<file path="src/rtl/pipe_stage_buf_pkg.sv">
// Shared constants and payload typedef for single-register pipeline stages.
// Optional skid variant is selected by defining PIPE_STAGE_SKID_EN.
package pipe_pkg;
  localparam int DEF_DATA_W = 32;
  localparam int DEF_CNT_W  = 16;

  // MEM/WB-style stages carry this payload through a DATA_W-wide buffer
  typedef struct packed {
    logic                  vld;
    logic [DEF_DATA_W-1:0] data;
  } pipePayload_t;
endpackage

</file>
<file path="src/rtl/pipe_stage_buf_sat_ctr.sv">
// Saturating up-counter: counts inc cycles, sticks at all-ones, sync active-low reset.
module pipe_sat_ctr #(
  parameter int CNT_W = 16
) (
  input  logic             clk,
  input  logic             rstn,
  input  logic             inc,
  output logic [CNT_W-1:0] cnt
);
  always_ff @(posedge clk) begin
    if (!rstn)                 cnt <= '0;
    else if (inc && cnt != '1) cnt <= cnt + 1'b1;
  end
endmodule

</file>
<file path="src/rtl/pipe_stage_buf.sv">
// Valid/ready pipeline register with flush and stall counter.
// Define PIPE_STAGE_SKID_EN for the skid-buffer variant (registered in_ready).
module pipe_stage_buf
  import pipe_pkg::*;
#(
  parameter int DATA_W        = DEF_DATA_W,
  parameter int CNT_W         = DEF_CNT_W,
  parameter int ZERO_ON_FLUSH = 0
) (
  input  logic              clk,
  input  logic              rstn,
  input  logic              flush,
  input  logic              in_valid,
  output logic              in_ready,
  input  logic [DATA_W-1:0] in_data,
  output logic              out_valid,
  input  logic              out_ready,
  output logic [DATA_W-1:0] out_data,
  output logic [CNT_W-1:0]  stall_cnt
);
  logic              outValidQ;
  logic [DATA_W-1:0] outDataQ;
  logic              inFire;

  assign inFire    = in_valid & in_ready;
  assign out_valid = outValidQ;
  assign out_data  = outDataQ;

`ifdef PIPE_STAGE_SKID_EN
  logic              skidValid;
  logic [DATA_W-1:0] skidData;

  // Ready depends only on state; rstn gating keeps it low through reset
  assign in_ready = rstn & ~skidValid;

  always_ff @(posedge clk) begin
    if (!rstn) begin
      outValidQ <= 1'b0;
      outDataQ  <= '0;
      skidValid <= 1'b0;
      skidData  <= '0;
    end else if (flush) begin
      outValidQ <= 1'b0;
      skidValid <= 1'b0;
      if (ZERO_ON_FLUSH != 0) begin
        outDataQ <= '0;
        skidData <= '0;
      end
    end else if (!outValidQ || out_ready) begin
      // Output slot frees up: the skid beat is older than anything offered now
      if (skidValid) begin
        outDataQ  <= skidData;
        outValidQ <= 1'b1;
        skidValid <= 1'b0;
      end else begin
        outValidQ <= inFire;
        if (inFire) outDataQ <= in_data;
      end
    end else if (inFire) begin
      skidValid <= 1'b1;
      skidData  <= in_data;
    end
  end
`else
  assign in_ready = rstn & (out_ready | ~outValidQ);

  always_ff @(posedge clk) begin
    if (!rstn) begin
      outValidQ <= 1'b0;
      outDataQ  <= '0;
    end else if (flush) begin
      outValidQ <= 1'b0;
      if (ZERO_ON_FLUSH != 0) outDataQ <= '0;
    end else if (inFire) begin
      outValidQ <= 1'b1;
      outDataQ  <= in_data;
    end else if (out_ready) begin
      outValidQ <= 1'b0;
    end
  end
`endif

  pipe_sat_ctr #(.CNT_W(CNT_W)) uStallCtr (
    .clk  (clk),
    .rstn (rstn),
    .inc  (outValidQ & ~out_ready),
    .cnt  (stall_cnt)
  );
endmodule

</file>
<file path="config.mk">
export PLATFORM = sky130hd
export DESIGN_NAME = pipe_stage_buf
export DESIGN_NICKNAME = d
export VERILOG_FILES = /design/src/rtl/pipe_stage_buf_pkg.sv /design/src/rtl/pipe_stage_buf_sat_ctr.sv /design/src/rtl/pipe_stage_buf.sv
export SDC_FILE = /design/constraint.sdc
export NUM_CORES = 1
export LEC_CHECK = 0
export CAP_MARGIN = 20
export CORE_ASPECT_RATIO = 2
export CORE_UTILIZATION = 46
export CTS_BUF_LIST = sky130_fd_sc_hd__clkbuf_4 sky130_fd_sc_hd__clkbuf_8
export DETAILED_ROUTE_END_ITERATION = 8
export GPL_ROUTABILITY_DRIVEN = 0
export PLACE_DENSITY = 0.87
export SKIP_LAST_GASP = 1
export SYNTH_ARGS = -nofsm -noshare
export SYNTH_HDL_FRONTEND = slang
export SYNTH_SLANG_ARGS = --single-unit
export TNS_END_PERCENT = 30
</file>
<file path="constraint.sdc">
create_clock -name clk -period 4.6 [get_ports clk]
set_input_delay 0.46 -clock clk [delete_from_list [all_inputs] [get_ports clk]]
set_output_delay 0.46 -clock clk [all_outputs]
set_load 0.1 [all_outputs]
</file>
==> summary.md <==
| Metric | Value |
|---|---|
| Reg2Reg Launch Point | `out_valid` |
| Clock buffer depth | `2` |
| Number of different library cells in the post-synthesis netlist | `27` |
| Worst setup skew after layout | `0.00454 ns` |
| Global-route wire length before repair | `7.38 mm` |
| Met2 Use GR | `0.397` |
| Setup Buffers After CTS | `0` |
| Combined global-route utilization of all metal layers | `0.225` |
| Global routing met3 resource utilization | `0.0497` |
| Worst Path Class, Setup | `in2out` |
| Number of design rule violations left after detail routing | `0` |
| Area used by multi-input combinational logic | `922 µm²` |
| Post-synth top flop | `sky130_fd_sc_hd__dfxtp_1` |
| Detailed placement HPWL | `3.53 mm` |
| Number of buffers created by CTS | `5` |
| Number of ports placed on the die boundary | `87` |
| Setup TNS Final | `0 ns` |
| Drt first-iter violations | `52` |
| EDFF count, synth | `0` |
| Number of nets in the synthesized netlist | `282` |
| Die width | `48.3 µm` |
| Max_slew headroom | `0.259` |
| Min setup slack post-route | `1.56 ns` |
| Root Driver | `sky130_fd_sc_hd__clkbuf_8` |
| Die area | `4560 µm²` |
| Pin count of the biggest net entering global routing | `33` |
| Initial core utilization | `0.481` |
| Fraction of final layout cells with drive strength greater than 1 | `0.0429` |
| Busiest layer in global routing | `met2` |
| Number of max-capacitance violations reported | `0` |
| Syn Area/Cell | `8.07 µm²` |
| Total overflow reported by the global router | `0` |
| Number of standard cells in the final layout excluding fillers | `378` |
| TritonCTS clock tree | `yes` |
| Cts hold-fix bufs | `0` |
| CTS sink count | `49` |
| Arr. time, crit path | `2.58 ns` |
| Share of the clock period used by the worst path | `0.661` |
| Sequential standard cell area | `981 µm²` |
| Hold Crit Start | `out_data[17]` |
| Layout overhead on the synthesized area | `50.7%` |
| Hold violation total from the final report | `0` |
| Critical Path Source | `rstn` |
| Number of placement rows | `33` |
| Post-route antenna net violation count | `0` |
| Number of diodes added for antenna fixing | `0` |
| Outcome | `finished clean` |
| Shortest clock period the worst path allows after layout | `3.04 ns` |
| Number of fill cells | `302` |
| Clock transition at the register clock pins on the worst setup and hold paths after CTS | `0.08 ns` |
| Worst Setup Start Kind | `input port` |
| Total via count after detailed routing | `1,907` |
| Path type of the worst min-delay path | `reg2reg` |
| Post-CTS Resized | `0` |
| Fmax achieved | `329 MHz` |
| CP Data Required Time | `4.14 ns` |
| Critical path fanouts, max | `19` |
| Number of detailed-routing iterations run before antenna repair | `4` |
| Total power density per cell area | `301 nW/µm²` |
| Share of synthesized area occupied by flip-flops and latches | `0.498` |
| PnR Total Power | `0.894 mW` |
| Number of H-tree levels | `2` |
| Clk_lat worst skew | `0.30 ns` |
| Warning count from the yosys run | `0` |
| Number of buffers added on ports | `86` |
| Core outline area | `4090 µm²` |
| Gate count after technology mapping | `244` |
| Kind of end point of the critical path | `output port` |
| Wire per inst | `13.2 µm` |
| Combined area of all synthesized cells | `1970 µm²` |
| Max-slew violation total from the final report | `0` |
| Antenna violations before repair | `0` |
| DRT Wirelength | `4.99 mm` |
| Number of placed cells counting well taps | `371` |
| Seq cells post-synth | `49` |
| Global-route met1 utilization | `0.224` |
| Ys async rst share | `0` |
| Height of the die | `94.5 µm` |
| Unrepaired setup endpoints after global routing | `no` |
| Static Leakage | `0.998 nW` |
| Final setup viols | `0` |
| Cell area after layout | `2970 µm²` |
| Placement-stage worst setup slack | `1.54 ns` |
| Number of nets at the end of the flow | `364` |
| Total placed instance area | `2860 µm²` |
| Number of global-route vias before repair | `1,677` |
| Highest ir drop seen on vdd | `0.241 mV` |
| Slew of the pin with the lowest slew margin | `1.11 ns` |
| Number of vias per cell | `5.04` |
## cell usage after synthesis, types with 2 or more instances
cell type | instances | area [µm²]
sky130_fd_sc_hd__or3_1 | 2 | 12.5
sky130_fd_sc_hd__nor3_1 | 7 | 35.0
sky130_fd_sc_hd__a21oi_1 | 36 | 180
sky130_fd_sc_hd__buf_2 | 4 | 20.0
sky130_fd_sc_hd__nor2_1 | 16 | 60.1
sky130_fd_sc_hd__nand2b_1 | 2 | 12.5
sky130_fd_sc_hd__xnor2_1 | 10 | 87.6
sky130_fd_sc_hd__nand4_1 | 4 | 25.0
sky130_fd_sc_hd__nand3_1 | 10 | 50.1
sky130_fd_sc_hd__nand2_1 | 71 | 267
sky130_fd_sc_hd__o21a_1 | 2 | 15.0
sky130_fd_sc_hd__and3_1 | 2 | 12.5
sky130_fd_sc_hd__inv_1 | 3 | 11.3
sky130_fd_sc_hd__dfxtp_1 | 49 | 981
sky130_fd_sc_hd__clkbuf_1 | 9 | 33.8
sky130_fd_sc_hd__o21ai_0 | 3 | 15.0
sky130_fd_sc_hd__a211oi_1 | 2 | 15.0
sky130_fd_sc_hd__mux2i_1 | 3 | 30.0
## path summary, 6_finish.rpt
check / endpoint / slack [ns] / cells past startpoint
worst max register to register: out_data[18] / 2.72 / 4
worst min register to register: out_data[17] / 0.46 / 2
worst max-delay path: in_ready / 1.56 / 4
worst min-delay path: out_data[17] / 0.46 / 2
## cell families after synthesis
family,Yosys count,synth area share
adders and majority gates,1,0.00636
xor gates and xnor gates,10,0.0445
buffers and inverters,16,0.0331
muxes,3,0.0153
and+or+nand+nor,121,0.283
AOI/OAI and AO/OA,44,0.120
DFF,49,0.498
## sequential cells by signal (all words and copies together) (netlist names)
signal and cells:
uStallCtr.cnt 16, out_valid 1, out_data 32
## power breakdown
part | switching, mW | total [mW] | internal (mW)
Clock | 0.139 | 0.297 | 0.158
Sequential | 0.00507 | 0.439 | 0.434
Combinational | 0.106 | 0.159 | 0.0524
Total | 0.250 | 0.894 | 0.644
## layout by cell type (no fill, tap or decap), types with 2 or more instances in the layout
cell and count:
sky130_fd_sc_hd__nor2_1 16, sky130_fd_sc_hd__nand4_1 4, sky130_fd_sc_hd__nor3_1 7, sky130_fd_sc_hd__a211oi_1 2
sky130_fd_sc_hd__clkdlybuf4s50_1 86, sky130_fd_sc_hd__nand2b_1 2, sky130_fd_sc_hd__mux2i_1 3, sky130_fd_sc_hd__nand3_1 10
sky130_fd_sc_hd__o21a_1 2, sky130_fd_sc_hd__a21oi_1 36, sky130_fd_sc_hd__and3_1 2, sky130_fd_sc_hd__nand2_1 71
sky130_fd_sc_hd__inv_1 3, sky130_fd_sc_hd__dfxtp_1 49, sky130_fd_sc_hd__or3_1 2, sky130_fd_sc_hd__xnor2_1 10
sky130_fd_sc_hd__o21ai_0 3, sky130_fd_sc_hd__clkbuf_8 5
## layer usage
metal | share of wire | vias to the layer above
li1 | - | 973
met1 | 0.38 | 862
met2 | 0.54 | 60
met3 | 0.044 | 12
met4 | 0.031 | 0
met5 | 0 | -
## final cells by class
type | instances | area share
repair buffers | 88 | 0.298
well taps | 52 | 0.0219
inverters | 3 | 0.00380
clock inverters | 2 | 0.0118
multi-input cells | 179 | 0.311
flip-flops and latches | 49 | 0.331
clock buffers | 5 | 0.0232
## through the flow
| step | hold slack (ns) | utilization |
|---|---|---|
| 3_5_place_dp | 0.446 | 0.700 |
| 2_1_floorplan | 0.584 | - |
| 4_1_cts | 0.459 | 0.726 |
| 5_1_grt | 0.477 | 0.726 |
| 6_report | 0.456 | 0.726 |
| 3_3_place_gp | 0.441 | 0.697 |
## critical path, cell delays in order
cell and delay [ns]:
sky130_fd_sc_hd__clkdlybuf4s50_1 0.50, sky130_fd_sc_hd__inv_1 0.25, sky130_fd_sc_hd__nor2_1 0.21, sky130_fd_sc_hd__clkdlybuf4s50_1 1.15
(Power assumes the default switching activity.)
